**config.mk**
```make
export PLATFORM = sky130hd
export DESIGN_NAME = ifu
export DESIGN_NICKNAME = d
export VERILOG_FILES = /design/src/rtl/ifu.sv
export SDC_FILE = /design/constraint.sdc
export NUM_CORES = 1
export LEC_CHECK = 0
export CAP_MARGIN = 20
export CORE_MARGIN = 5
export CORE_UTILIZATION = 60
export DETAILED_ROUTE_END_ITERATION = 6
export PLACE_DENSITY = 0.89
export SLEW_MARGIN = 20
export SYNTH_ARGS = -nofsm -noshare
export SYNTH_HDL_FRONTEND = slang
export SYNTH_SLANG_ARGS = --single-unit
```
**constraint.sdc**
```tcl
create_clock -name clk -period 10.3 [get_ports clk]
set_clock_uncertainty 0.2 [all_clocks]
set_input_delay 2.06 -clock clk [delete_from_list [all_inputs] [get_ports clk]]
set_output_delay 2.06 -clock clk [all_outputs]
set_load 0.005 [all_outputs]
```
**src/rtl/ifu.sv**
```systemverilog
// Instruction fetch unit: credit-limited in-order fetch with redirect handling.
// Responses for requests issued before a redirect are counted off and discarded.
module ifu #(
    parameter logic [31:0] RESET_PC        = 32'h8000_0000,
    parameter int          MAX_OUTSTANDING = 4
) (
    input  logic        clk,
    input  logic        rst,
    output logic        imem_req_tvalid,
    input  logic        imem_req_tready,
    output logic [31:0] imem_req_tdata,
    input  logic        imem_rsp_tvalid,
    output logic        imem_rsp_tready,
    input  logic [31:0] imem_rsp_tdata,
    input  logic        redirect_valid,
    input  logic [31:0] redirect_pc,
    output logic        ifid_tvalid,
    input  logic        ifid_tready,
    output logic [63:0] ifid_tdata
);

    localparam int CW = $clog2(MAX_OUTSTANDING + 1);
    localparam int PW = $clog2(MAX_OUTSTANDING);
    localparam logic [CW:0]   LIMIT = (CW + 1)'(MAX_OUTSTANDING);
    localparam logic [PW-1:0] LAST  = PW'(MAX_OUTSTANDING - 1);

    logic [31:0]   fetch_pc;
    logic [31:0]   req_addr;
    logic [31:0]   resp_pc;
    logic          held;
    logic [CW-1:0] outstanding;
    logic [CW-1:0] drop_cnt;
    logic [CW-1:0] count;
    logic [PW-1:0] wr_ptr;
    logic [PW-1:0] rd_ptr;
    logic [63:0]   fifo [MAX_OUTSTANDING];

    logic          credit_ok;
    logic          new_req;
    logic          req_fire;
    logic          rsp_ok;
    logic          push;
    logic          pop;
    logic          held_next;
    logic [CW-1:0] out_next;
    logic [31:0]   redir_pc;

    function automatic logic [PW-1:0] ptr_inc(input logic [PW-1:0] p);
        return (p == LAST) ? '0 : p + PW'(1);
    endfunction

    assign credit_ok       = ({1'b0, outstanding} + {1'b0, count}) < LIMIT;
    assign imem_req_tvalid = rst && (held || credit_ok);
    assign imem_req_tdata  = held ? req_addr : fetch_pc;
    assign imem_rsp_tready = 1'b1;

    assign new_req   = imem_req_tvalid && !held;
    assign req_fire  = imem_req_tvalid && imem_req_tready;
    assign held_next = imem_req_tvalid && !imem_req_tready;
    // A response with nothing outstanding is a protocol error and is ignored.
    assign rsp_ok    = imem_rsp_tvalid && (outstanding != '0);
    assign push      = rsp_ok && !redirect_valid && (drop_cnt == '0);
    assign out_next  = outstanding + CW'(req_fire) - CW'(rsp_ok);
    assign redir_pc  = {redirect_pc[31:2], 2'b00};

    assign ifid_tvalid = rst && (count != '0) && !redirect_valid;
    assign ifid_tdata  = fifo[rd_ptr];
    assign pop         = ifid_tvalid && ifid_tready;

    always_ff @(posedge clk) begin
        if (!rst) begin
            fetch_pc    <= RESET_PC;
            req_addr    <= RESET_PC;
            resp_pc     <= RESET_PC;
            held        <= 1'b0;
            outstanding <= '0;
            drop_cnt    <= '0;
            count       <= '0;
            wr_ptr      <= '0;
            rd_ptr      <= '0;
        end else begin
            outstanding <= out_next;
            held        <= held_next;
            // A newly presented address is claimed immediately; if it stalls it
            // lives on in req_addr so a redirect cannot change it.
            if (new_req) begin
                req_addr <= fetch_pc;
            end
            if (redirect_valid) begin
                fetch_pc <= redir_pc;
                resp_pc  <= redir_pc;
                drop_cnt <= out_next + CW'(held_next);
                count    <= '0;
                wr_ptr   <= '0;
                rd_ptr   <= '0;
            end else begin
                if (new_req) begin
                    fetch_pc <= fetch_pc + 32'd4;
                end
                if (rsp_ok && (drop_cnt != '0)) begin
                    drop_cnt <= drop_cnt - CW'(1);
                end
                if (push) begin
                    wr_ptr  <= ptr_inc(wr_ptr);
                    resp_pc <= resp_pc + 32'd4;
                end
                if (pop) begin
                    rd_ptr <= ptr_inc(rd_ptr);
                end
                count <= count + CW'(push) - CW'(pop);
            end
        end
    end

    always_ff @(posedge clk) begin
        if (rst && push) begin
            fifo[wr_ptr] <= {resp_pc, imem_rsp_tdata};
        end
    end

`ifndef SYNTHESIS
    rsp_without_request: assert property (@(posedge clk) disable iff (!rst)
        !(imem_rsp_tvalid && (outstanding == '0)));
`endif

endmodule

```
# Word-level counts from Yosys, hierarchy flattened
# Memories as Yosys holds them, arrays and structs flattened. A register that Yosys moved wholly into a read port is not among the register bits.
# Cells that the tools add are included.
# word_totals
register_bits,110
ramBits,256
wordCells,64
n_memories,1
# memory_table
memory,depth,width,rd,rd_clocked_by_memory_dff,wr,line_no,source
fifo,4,64,1,1,1,36,logic [63:0] fifo [MAX_OUTSTANDING];
# op_classes
add_sub_neg,11
order_cmp,1
eq_ne,2
mux,13
n_bitwise,1
reduce_logical,24
# ops
cell,n
32-bit two-way mux,5
"32-bit by 3-bit adder with 32-bit output, second input constant",2
1-bit logical AND,12
3-bit by 1-bit adder with 3-bit output,3
3-bit nonzero test,3
2-bit two-way mux,4
3-bit two-way mux,2
2-bit nonzero test,3
3-bit by 1-bit subtractor with 3-bit output,2
"2-bit by 1-bit adder with 2-bit output, second input constant",2
3-bit by 3-bit adder with 4-bit output,1
"2-bit equality test, second input constant",2
"4-bit by 3-bit < comparator with 1-bit output, second input constant",1
1-bit logical NOT,3
3-bit logical NOT,1
"3-bit by 1-bit subtractor with 3-bit output, second input constant",1
1-bit two-way mux,2
2-bit OR reduction,1
1-bit logical OR,1
1-bit inverter,1

# Longest topological paths before layout
# logic_depth
ltp_word,9
ltp_mapped,15

# Least setup slack after synthesis
# Ideal clock, no wire load.
# synth_timing
path_kind,input port to flip-flop
from,input port imem_rsp_tvalid
to,"memory fifo[0][0], enable pin"
setup_time_ns,0.427
t_arrival_ns,4.403
path_slack_ns,5.270
path_stages,5
n_path_buf,2
path_cell_list,o31a_1 -> clkbuf_1 -> and2_1 -> clkbuf_1 -> and3_1
# synth_between
elab_chain_cells,6
# synth_lines
item,line_no,source
"start, declared",12,"input logic imem_rsp_tvalid,"
1-bit logical AND,61,assign rsp_ok = imem_rsp_tvalid && (outstanding != '0);
1-bit logical AND (2 in a row),62,assign push = rsp_ok && !redirect_valid && (drop_cnt == '0);
1-bit logical AND,116,if (rst && push) begin
1-bit two-way mux,116,
1-bit two-way mux (implied by the code),117,"fifo[wr_ptr] <= {resp_pc, imem_rsp_tdata};"
"end, declared",36,
# Every way passes these cells.

# Worst setup path after layout
# layout_timing
from,input port redirect_valid
to,output port ifid_tvalid
# layout_between
elab_chain_cells,2
# layout_lines
item,line_no,source
"start, declared",15,"input logic redirect_valid,"
1-bit logical NOT,66,assign ifid_tvalid = rst && (count != '0) && !redirect_valid;
1-bit logical AND,66,
"end, declared",17,"output logic ifid_tvalid,"
# Every way passes these cells.

==> implementation parameters <==
Parameter                              Value

Flow run
  Max-cap violations    0

Pwr
  Sw power    774.1 µW
  Sw Ratio    0.2346
  Peak supply drop    116.9 µV
  Proportion of power drawn by the clock network    0.394
  Total power per unit cell area    188.6 nW/µm²
  Combinational fraction of design power    0.109
  Relative contribution of sequential cells to total power    0.497
  Leakage component of the power    5.812 nW
  Internal power    2.526 mW

Logic synthesis
  Synth Area in Simple Gates    0.08479
  Fraction of the yosys area taken by sequential cells    0.6630
  Count of state elements after synthesis    354
  Share of async-settable or async-resettable flops after synthesis    0
  Gate count after technology mapping    979
  Xor/xnor share of the synthesized area    0.03641
  Synthesized cell area    14430 µm²
  Count of distinct cell types in the synthesized netlist    49
  Synthesized-area fraction occupied by ao, oa, aoi and oai cells    0.05722
  Share of synthesized area spent on multiplexers    0.1169
  Main combinational cell family by area after synthesis    multiplexers
  Area share of fa/ha/maj cells after synthesis    0.01751
  EDFF count, synth    248
  Post-Syn Area per Cell    14.74 µm²
  Most frequently used flop master after synthesis    edfxtp_1
  Yosys Warn Count    0

Clock network
  Buffers from clock root to sink, at most    3
  Post-CTS Setup Repair Bufs    0
  Number of resized instances in the post-cts repair step    0
  Clock slew seen by the registers of the worst setup and hold paths    0.06 ns
  TritonCTS Buffers    37
  Buffer cell driving the clock tree root    clkbuf_16
  H-tree level count    2
  Clock latency at the later pin of the worst-skew pair    0.53 ns
  Clock Sink Count    354
  Cts hold-fix bufs    0
  CTS tree    yes

GRT
  Global Route met1 Usage    0.3214
  Pin count of the biggest net entering global routing    86
  Initial antenna violation count    0
  Global routing usage on met2    0.3823
  Global-route wire length before repair    48320 µm
  Tot GR Track Use    0.2300
  Most Crowded Layer GR    met2
  Vias in the first global route    8771
  GR Layer Usage met3    0.04567
  Total gr overflow    0

Floorplan
  Site Rows    56
  Standard cell core area    23610 µm²
  Die height    165.1 µm
  I/O Pins    169
  Die area    27260 µm²
  Starting density of the core    0.6112
  Die width    165.1 µm

Worst setup path
  Classification of the worst setup path    in2out
  Crit path arrival time    4.01 ns
  Category of the worst setup path capture point    output port
  CP Max Fanout    16
  Data required time of the critical path    8.04 ns
  CP Launch Type    input port

Run status
  Status    completed

Timing
  Post-layout worst setup margin    4.028 ns
  Time the final worst path needs with I/O delays and setup    6.272 ns
  Number of max-slew violations in the final report    0
  Worst slew margin relative to its limit    0.3790
  Count of final setup violators    0
  Hold slack    0.2650 ns
  Actual slew at the worst max-slew pin    0.9315 ns
  Final hold violation count    0
  RSZ-0062 raised after global routing    false
  Period utilization    0.6089
  Sum of negative setup slack    0 ns
  Upper clock frequency limit    159.4 MHz

Route
  DRC viols    0
  Average wire per standard cell    20.96 µm
  Residual antenna-violating net count after detailed routing    0
  Number of design-rule violations left by the first detailed-router iteration    798
  Vias per cell    5.842
  Vias    8670
  Final wirelength    31110 µm
  First-pass iteration count of the detailed router    5

Layout
  Non-filler instance count after layout    1484
  Fraction of final layout cells sized beyond drive strength 1    0.1485
  Antenna cell count    0
  Nets    1225
  Post-layout util    0.7411
  Syn-to-layout area delta    21.25%

Place
  Weighted congestion at the end of routability-driven global placement    0.8296
  Setup WS pre-CTS    4.025 ns
  Number of buffers added on ports    161
  HPWL reported at the end of detailed placement    19060 µm
  Cell count after placement    1416

Min path
  Type of the worst min-delay path    reg2reg
-- critical path, cell delays in order --
cell and delay, ns:
clkdlybuf4s50_1 0.69, nand2b_1 0.47, nor2_1 0.26, clkdlybuf4s50_1 0.53
-- power by group through the flow --
stage          clock network, mW  logic, mW  registers [mW]
2_1_floorplan                  0      0.217            1.65
3_3_place_gp                   0      0.347            1.66
3_5_place_dp                   0      0.355            1.67
4_1_cts                     1.32      0.361            1.64
5_1_grt                     1.39      0.396            1.65
6_report                    1.30      0.359            1.64
-- cell usage after synthesis, drive strengths merged (9+ instances only) --
master | number | share of area
mux2 | 25 | 0.020
edfxtp | 248 | 0.52
nor2 | 14 | 0.0036
nand2 | 108 | 0.028
clkbuf | 43 | 0.011
and4 | 9 | 0.0055
inv | 23 | 0.0060
xor2 | 23 | 0.014
nor4 | 14 | 0.0075
mux4 | 62 | 0.097
ha | 17 | 0.015
nand4 | 21 | 0.011
a21boi | 32 | 0.017
xnor2 | 37 | 0.022
buf | 15 | 0.0064
nand3 | 19 | 0.0066
o21ai | 37 | 0.013
a21oi | 52 | 0.018
dfxtp | 106 | 0.15
nor3 | 17 | 0.0059
-- stage by stage --
| step | area [µm²] | total power [mW] |
|---|---|---|
| 6_report | 17500 | 3.300 |
| 5_1_grt | 17500 | 3.429 |
| 4_1_cts | 17500 | 3.318 |
| 3_5_place_dp | 16300 | 2.022 |
| 3_3_place_gp | 16300 | 2.008 |
| 2_1_floorplan | 14440 | 1.868 |
-- cell usage in the layout, fill, tap and decap left out, types with 31 or more instances in the layout --
master	count
edfxtp_1	248
clkdlybuf4s50_1	160
nand2_1	108
dfxtp_1	104
mux4_2	62
a21oi_1	52
clkbuf_16	40
o21ai_0	37
xnor2_1	37
a21boi_0	31
-- path summary, 6_finish.rpt --
check,start,to,slack (ns),cells past startpoint
worst max-delay path,redirect_valid,ifid_tvalid,4.03,4
worst min register to register,req_addr[25]$_SDFFE_PN0P_,req_addr[25]$_SDFFE_PN0P_,0.26,2
worst max register to register,outstanding[1]$_SDFF_PN0_,drop_cnt[2]$_SDFFE_PN0P_,7.01,15
worst min-delay path,req_addr[25]$_SDFFE_PN0P_,req_addr[25]$_SDFFE_PN0P_,0.26,2
-- sequential cells by signal, summed over array words and instances, names as in the netlist, 2 cells and up, named ones only --
signal       flops
drop_cnt         3
req_addr        30
count            3
fifo           248
fetch_pc        30
resp_pc         30
wr_ptr           2
rd_ptr           2
outstanding      3
-- layout make-up --
class | count | area [µm²]
clock buffers | 46 | 1037
flip-flops and latches | 354 | 9574
multi-input cells | 547 | 4539
fillers | 1453 | 6113
repair buffers | 173 | 1697
well taps | 319 | 399.1
clock inverters | 22 | 166.4
inverters | 23 | 86.33
-- kinds of logic (layout without fill, tap and decap cells) --
group                    count (synthesis)  in the layout
flip-flops                             354            354
AND/OR/NAND/NOR                        236            236
AO/OA/AOI/OAI                          139            139
multiplexers                            88             88
buffers and inverters                   81            264
XOR/XNOR                                60             60
adder cells (fa/ha/maj)                 19             19
other                                    2              5
-- metal layers --
| metal | wire (µm) | part of all wire |
|---|---|---|
| met2 | 15470 | 0.50 |
| met1 | 12740 | 0.41 |
| met4 | 410 | 0.013 |
| met5 | 0 | 0 |
| met3 | 2488 | 0.080 |
(Power assumes the default switching activity.)
